==> config.mk <==
export PLATFORM = sky130hd
export DESIGN_NAME = hazard_controller
export DESIGN_NICKNAME = d
export VERILOG_FILES = /design/src/rtl/hazard_pkg.sv /design/src/rtl/hazard_controller_sat_counter.sv /design/src/rtl/hazard_controller.sv
export SDC_FILE = /design/constraint.sdc
export NUM_CORES = 1
export LEC_CHECK = 0
export BUFFER_PORTS_ARGS = -buffer_cell sky130_fd_sc_hd__buf_4
export CORE_UTILIZATION = 50
export DETAILED_ROUTE_END_ITERATION = 8
export GPL_ROUTABILITY_DRIVEN = 0
export GPL_TIMING_DRIVEN = 0
export PLACE_DENSITY = 0.77
export SLEW_MARGIN = 20
export SYNTH_ARGS = -nofsm -noshare
export SYNTH_HDL_FRONTEND = slang
export SYNTH_SLANG_ARGS = --single-unit
==> constraint.sdc <==
create_clock -name clk -period 3.2 [get_ports clk]
set_clock_uncertainty 0.15 [all_clocks]
set_input_delay 0.32 -clock clk [delete_from_list [all_inputs] [get_ports clk]]
set_output_delay 0.32 -clock clk [all_outputs]
set_load 0.005 [all_outputs]
==> src/rtl/hazard_pkg.sv <==
// Shared types and constants for the pipeline hazard controller.
// Latency: n/a (types and constants only).
// Backpressure: n/a.
//
// Holds the FSM state encoding, the default register-address width and the
// canned control patterns driven onto the IF/ID and ID/EX registers.
package hazard_pkg;

    typedef enum logic [1:0] {
        RUN      = 2'd0,
        FLUSH    = 2'd1,
        MEM_WAIT = 2'd2
    } state_t;

    // 4-entry register file by default.
    localparam int DEF_REG_ADDR_W = 2;

    // Bundle of the pipeline-register controls the block drives.
    typedef struct packed {
        logic pc_write;
        logic if_id_write;
        logic if_id_flush;
        logic id_ex_bubble;
        logic pipe_hold;
    } ctrl_t;

    // Normal flow: fetch and decode advance, nothing squashed.
    localparam ctrl_t CTRL_RUN   = 5'b11000;
    // Whole-pipeline freeze while the data memory is busy.
    localparam ctrl_t CTRL_HOLD  = 5'b00001;
    // Reset: front end stopped, NOPs loaded into IF/ID and ID/EX.
    localparam ctrl_t CTRL_RESET = 5'b00110;

endpackage

==> src/rtl/hazard_controller_sat_counter.sv <==
// Saturating up-counter with synchronous clear.
// Latency: count reflects an inc one clock after it is sampled.
// Backpressure: none; sticks at all-ones instead of wrapping.
//
// Ports: clk, clr (sync clear, wins over inc), inc (count this cycle),
//        count (current value).
module sat_counter #(
    parameter int WIDTH = 8
) (
    input  logic             clk,
    input  logic             clr,
    input  logic             inc,
    output logic [WIDTH-1:0] count
);

    logic [WIDTH-1:0] count_q;
    logic [WIDTH-1:0] count_d;

    always_comb begin
        count_d = count_q;
        if (clr) begin
            count_d = '0;
        end else if (inc && (count_q != {WIDTH{1'b1}})) begin
            count_d = count_q + 1'b1;
        end
    end

    always_ff @(posedge clk) begin
        count_q <= count_d;
    end

    assign count = count_q;

endmodule

==> src/rtl/hazard_controller.sv <==
// Pipeline hazard controller: load-use stall, taken-branch flush, data-memory freeze.
// Latency: zero; controls are combinational from state and inputs, state is registered.
// Backpressure: freezes the whole pipeline while a MEM-stage access is pending.
//
// Ports: clk, rst (sync, active-high); decode sources if_id_ra/if_id_rb/if_id_uses_rb;
//        EX load info id_ex_mem_read/id_ex_rd; branch_taken; mem_req/mem_ready handshake.
//        Outputs pc_write, if_id_write, if_id_flush, id_ex_bubble, pipe_hold, stall_count.
// Optional: define HAZARD_PERF_EN to add load_stall_cnt, branch_flush_cnt, mem_wait_cnt.
import hazard_pkg::*;

module hazard_controller #(
    parameter int REG_ADDR_W  = DEF_REG_ADDR_W,
    parameter int FLUSH_EXTRA = 1,
    parameter int STALL_CNT_W = 8
) (
    input  logic                   clk,
    input  logic                   rst,
    input  logic [REG_ADDR_W-1:0]  if_id_ra,
    input  logic [REG_ADDR_W-1:0]  if_id_rb,
    input  logic                   if_id_uses_rb,
    input  logic                   id_ex_mem_read,
    input  logic [REG_ADDR_W-1:0]  id_ex_rd,
    input  logic                   branch_taken,
    input  logic                   mem_req,
    input  logic                   mem_ready,
    output logic                   pc_write,
    output logic                   if_id_write,
    output logic                   if_id_flush,
    output logic                   id_ex_bubble,
    output logic                   pipe_hold,
    output logic [STALL_CNT_W-1:0] stall_count
`ifdef HAZARD_PERF_EN
    ,
    output logic [15:0]            load_stall_cnt,
    output logic [15:0]            branch_flush_cnt,
    output logic [15:0]            mem_wait_cnt
`endif
);

    state_t     state_q, state_d;
    logic [2:0] flush_left_q, flush_left_d;
    ctrl_t      ctrl;
    logic       memwait;
    logic       loaduse;

    assign memwait = mem_req & ~mem_ready;
    assign loaduse = id_ex_mem_read &
                     ((id_ex_rd == if_id_ra) | (if_id_uses_rb & (id_ex_rd == if_id_rb)));

    always_comb begin
        ctrl         = CTRL_RUN;
        state_d      = state_q;
        flush_left_d = flush_left_q;
        if (rst) begin
            ctrl         = CTRL_RESET;
            state_d      = RUN;
            flush_left_d = 3'd0;
        end else begin
            unique case (state_q)
                // MEM_WAIT falls through to the RUN rules on the ready cycle.
                RUN, MEM_WAIT: begin
                    if (memwait) begin
                        ctrl    = CTRL_HOLD;
                        state_d = MEM_WAIT;
                    end else if (branch_taken) begin
                        // Decode holds a wrong-path instruction, so load-use is moot.
                        ctrl.if_id_flush  = 1'b1;
                        ctrl.id_ex_bubble = 1'b1;
                        if (FLUSH_EXTRA > 0) begin
                            state_d      = FLUSH;
                            flush_left_d = 3'(FLUSH_EXTRA);
                        end else begin
                            state_d = RUN;
                        end
                    end else begin
                        state_d = RUN;
                        if (loaduse) begin
                            ctrl.pc_write     = 1'b0;
                            ctrl.if_id_write  = 1'b0;
                            ctrl.id_ex_bubble = 1'b1;
                        end
                    end
                end
                FLUSH: begin
                    if (memwait) begin
                        ctrl = CTRL_HOLD;
                    end else begin
                        ctrl.if_id_flush = 1'b1;
                        flush_left_d     = flush_left_q - 3'd1;
                        if (flush_left_q <= 3'd1) begin
                            state_d      = RUN;
                            flush_left_d = 3'd0;
                        end
                    end
                end
                default: begin
                    state_d      = RUN;
                    flush_left_d = 3'd0;
                end
            endcase
        end
    end

    always_ff @(posedge clk) begin
        if (rst) begin
            state_q      <= RUN;
            flush_left_q <= 3'd0;
        end else begin
            state_q      <= state_d;
            flush_left_q <= flush_left_d;
        end
    end

    assign pc_write     = ctrl.pc_write;
    assign if_id_write  = ctrl.if_id_write;
    assign if_id_flush  = ctrl.if_id_flush;
    assign id_ex_bubble = ctrl.id_ex_bubble;
    assign pipe_hold    = ctrl.pipe_hold;

    // pc_write is also low during reset, so reset cycles are masked out.
    sat_counter #(.WIDTH(STALL_CNT_W)) u_stall_cnt (
        .clk   (clk),
        .clr   (rst),
        .inc   (~ctrl.pc_write & ~rst),
        .count (stall_count)
    );

`ifdef HAZARD_PERF_EN
    // Each rule leaves a unique control signature, so the counters decode the
    // applied action rather than the raw inputs (ignored hazards do not count).
    logic lu_fire, br_fire, mw_fire;
    assign lu_fire = ~rst & ctrl.id_ex_bubble & ~ctrl.if_id_flush;
    assign br_fire = ~rst & ctrl.id_ex_bubble &  ctrl.if_id_flush;
    assign mw_fire = ~rst & ctrl.pipe_hold;

    sat_counter #(.WIDTH(16)) u_load_stall_cnt (
        .clk(clk), .clr(rst), .inc(lu_fire), .count(load_stall_cnt)
    );
    sat_counter #(.WIDTH(16)) u_branch_flush_cnt (
        .clk(clk), .clr(rst), .inc(br_fire), .count(branch_flush_cnt)
    );
    sat_counter #(.WIDTH(16)) u_mem_wait_cnt (
        .clk(clk), .clr(rst), .inc(mw_fire), .count(mem_wait_cnt)
    );
`endif

endmodule

==> flow_summary.json <==
{
  "antenna_cells": 0,
  "syn_area_um2": 848.3,
  "p_leak_nw": 0.4993,
  "start_kind": "flip-flop",
  "holdCritPathClass": "input port to flip-flop",
  "vias": 775,
  "die_y_um": 43.19,
  "timing.final.ws_setup_ns": 1.109,
  "dp_hpwl_mm": 1.335,
  "ioPinCount": 26,
  "syn_inst": 95,
  "clk_latency_ns": 0.28,
  "cts.htree.levels": 1,
  "area_delta_synth_final_pct": 27.58,
  "yosysUniqueCellTypes": 39,
  "syn_nets": 111,
  "critPathSlowestCell": "dfxtp_1",
  "fillCellCount": 130,
  "clkTransAtPathRegs_ns": 0.08,
  "worstPathRequired_ns": 3.22,
  "wl_per_cell_um": 11.69,
  "die-area_um2": 1865,
  "grt_pass1_wl_mm": 2.953,
  "ctsHoldBuffers": 0,
  "status": "completed",
  "period_share": 0.6535,
  "period_needed_ns": 2.091,
  "max-vdd-ir-drop_uv": 243.0,
  "grt_max_degree": 11,
  "start_util": 0.5503,
  "powerDensity_nw_per_um2": 333.2,
  "path_cells": "ha_1 -> and2_1 -> and4_1 -> a31oi_4 -> and3_1 -> mux2_1",
  "setup_viol": 0,
  "critical_path.max_fanout": 8,
  "arrival_ns": 2.11,
  "worstSetupPathType": "flip-flop to flip-flop",
  "antenna_found_initial": 0,
  "die_w_um": 43.19,
  "async_flop_share": 0,
  "grt_overflow_total": 0,
  "tightest_slew_ns": 0.4165,
  "cts.repair.resized": 0,
  "drive_gt1_frac": 0.3387,
  "clock-root-buffer": "clkbuf_4",
  "max-cap-violations": 0,
  "synth_area_leader_cell": "dfxtp_1",
  "synth-seq-area-share": 0.3068,
  "grt_pass1_vias": 716,
  "most-common-layout-cells": "buf_4, dfxtp_1, nor2_1",
  "place.port_buffers": 25,
  "finalHoldViolations": 0,
  "ys_dominant_reg_cell": "dfxtp_1",
  "ys_ff_latch": 13,
  "cts_inserted_buffers": 3,
  "synth.top_cell.area_share": 0.3068,
  "via_per_inst": 5.536,
  "cts_setup_buffers": 0,
  "wirelength_mm": 1.637,
  "synth_edf_count": 0,
  "synth.area.top_cells": "dfxtp_1, ha_1, nor2_1",
  "post-route-drc-count": 0,
  "setup_tns_ns": 0,
  "cts_buffer_depth": 2,
  "clock-sinks": 13,
  "ant_nets": 0,
  "drv_slew": 0,
  "rsz0062_at_grt": "no",
  "fmax_mhz": 478.2,
  "dp_slack_ns": 1.123,
  "std_cell_rows": 14,
  "grt_use_total": 0.2063,
  "core_um2": 1541,
  "syn_area_per_cell_um2": 8.930,
  "cp-end-kind": "flip-flop",
  "dr.pass1.iters": 4,
  "ys_warn_count": 0,
  "mostFrequentLayoutCell": "buf_4",
  "slew_headroom": 0.7223,
  "max_stage_delay_ns": 0.35,
  "drtIter0Drc": 5,
  "cts_tree": "yes",
  "fin_nets": 141
}
-- cell families after synthesis --
group                      count (synthesis)  synth area share
AOI/OAI and AO/OA                         21            0.1888
xor gates and xnor gates                   5           0.06933
adders and majority gates                  3           0.04425
buffers and inverters                     10           0.05753
DFF                                       13            0.3068
muxes                                      3           0.04277
and+or+nand+nor                           40            0.2906
-- registers in the layout (all words and copies together), names as in the netlist --
signal,count
u_stall_cnt.count,8
flush_left_q,3
state_q,2
-- cells in the mapped netlist, types with 2 or more instances --
| cell | count |
|---|---|
| a21oi_1 | 6 |
| nand2b_1 | 3 |
| nand4_1 | 2 |
| clkbuf_1 | 2 |
| xnor2_1 | 3 |
| nor3_1 | 3 |
| inv_1 | 6 |
| ha_1 | 3 |
| and2_1 | 2 |
| nor2_1 | 10 |
| a31o_2 | 3 |
| dfxtp_1 | 13 |
| nand2_1 | 3 |
| and4_1 | 2 |
| and3_1 | 3 |
| xnor2_2 | 2 |
| o21ai_0 | 3 |
| nor2b_1 | 4 |
| and4b_1 | 2 |
-- worst max-delay path, delay by kind of cell, from the launching register on --
family,cells,cell delay [ns]
compound gates,1,0.28
fa+ha+maj,1,0.28
flops,1,0.35
mux,1,0.32
simple gates,3,0.61
-- worst paths after layout --
| path | from | end | slack [ns] | cells past startpoint |
|---|---|---|---|---|
| worst min-delay path | mem_ready | state_q[1] | 0.27 | 3 |
| worst max-delay path | u_stall_cnt.count[0] | u_stall_cnt.count[3] | 1.11 | 6 |
| worst max register to register | u_stall_cnt.count[0] | u_stall_cnt.count[3] | 1.11 | 6 |
| worst min register to register | flush_left_q[1] | flush_left_q[1] | 0.34 | 2 |
-- per-layer routing --
layer | global-route usage | routed length (um) | up-vias
li1 | - | - | 400
met1 | 0.2240 | 685 | 354
met2 | 0.3791 | 866 | 17
met3 | 0.07660 | 70 | 4
met4 | 0.03636 | 14 | 0
met5 | 0 | 0 | -
-- report_power, final --
part / total (mW) / switching, mW / internal [mW]
logic: 0.0868 / 0.0401 / 0.0467
clock network: 0.101 / 0.0524 / 0.0484
registers: 0.173 / 0.00553 / 0.167
total: 0.361 / 0.0980 / 0.263
-- layout make-up --
| class | instances | area (um2) | area share |
|---|---|---|---|
| Inverter | 6 | 22.52 | 0.02081 |
| Timing Repair Buffer | 25 | 187.7 | 0.1734 |
| Clock buffer | 4 | 26.28 | 0.02428 |
| Buffer | 4 | 26.28 | 0.02428 |
| Sequential cell | 13 | 260.3 | 0.2405 |
| Tap cell | 16 | 20.02 | 0.01850 |
| Multi-Input combinational cell | 72 | 539.3 | 0.4983 |
-- per-stage QoR --
| step | total power, mW | instance area [um2] | hold WS [ns] | instances | util |
|---|---|---|---|---|---|
| 6_report | 0.3606 | 1082 | 0.2664 | 140 | 0.7021 |
| 3_5_place_dp | 0.2645 | 1056 | 0.3337 | 136 | 0.6851 |
| 5_1_grt | 0.3830 | 1082 | 0.2747 | 140 | 0.7021 |
| 2_1_floorplan | 0.2292 | 848.3 | 0.2952 | 95 | - |
| 4_1_cts | 0.3667 | 1082 | 0.2605 | 140 | 0.7021 |
| 3_3_place_gp | 0.2623 | 1056 | 0.3140 | 136 | 0.6851 |
Power figures use the tool's default switching activity.
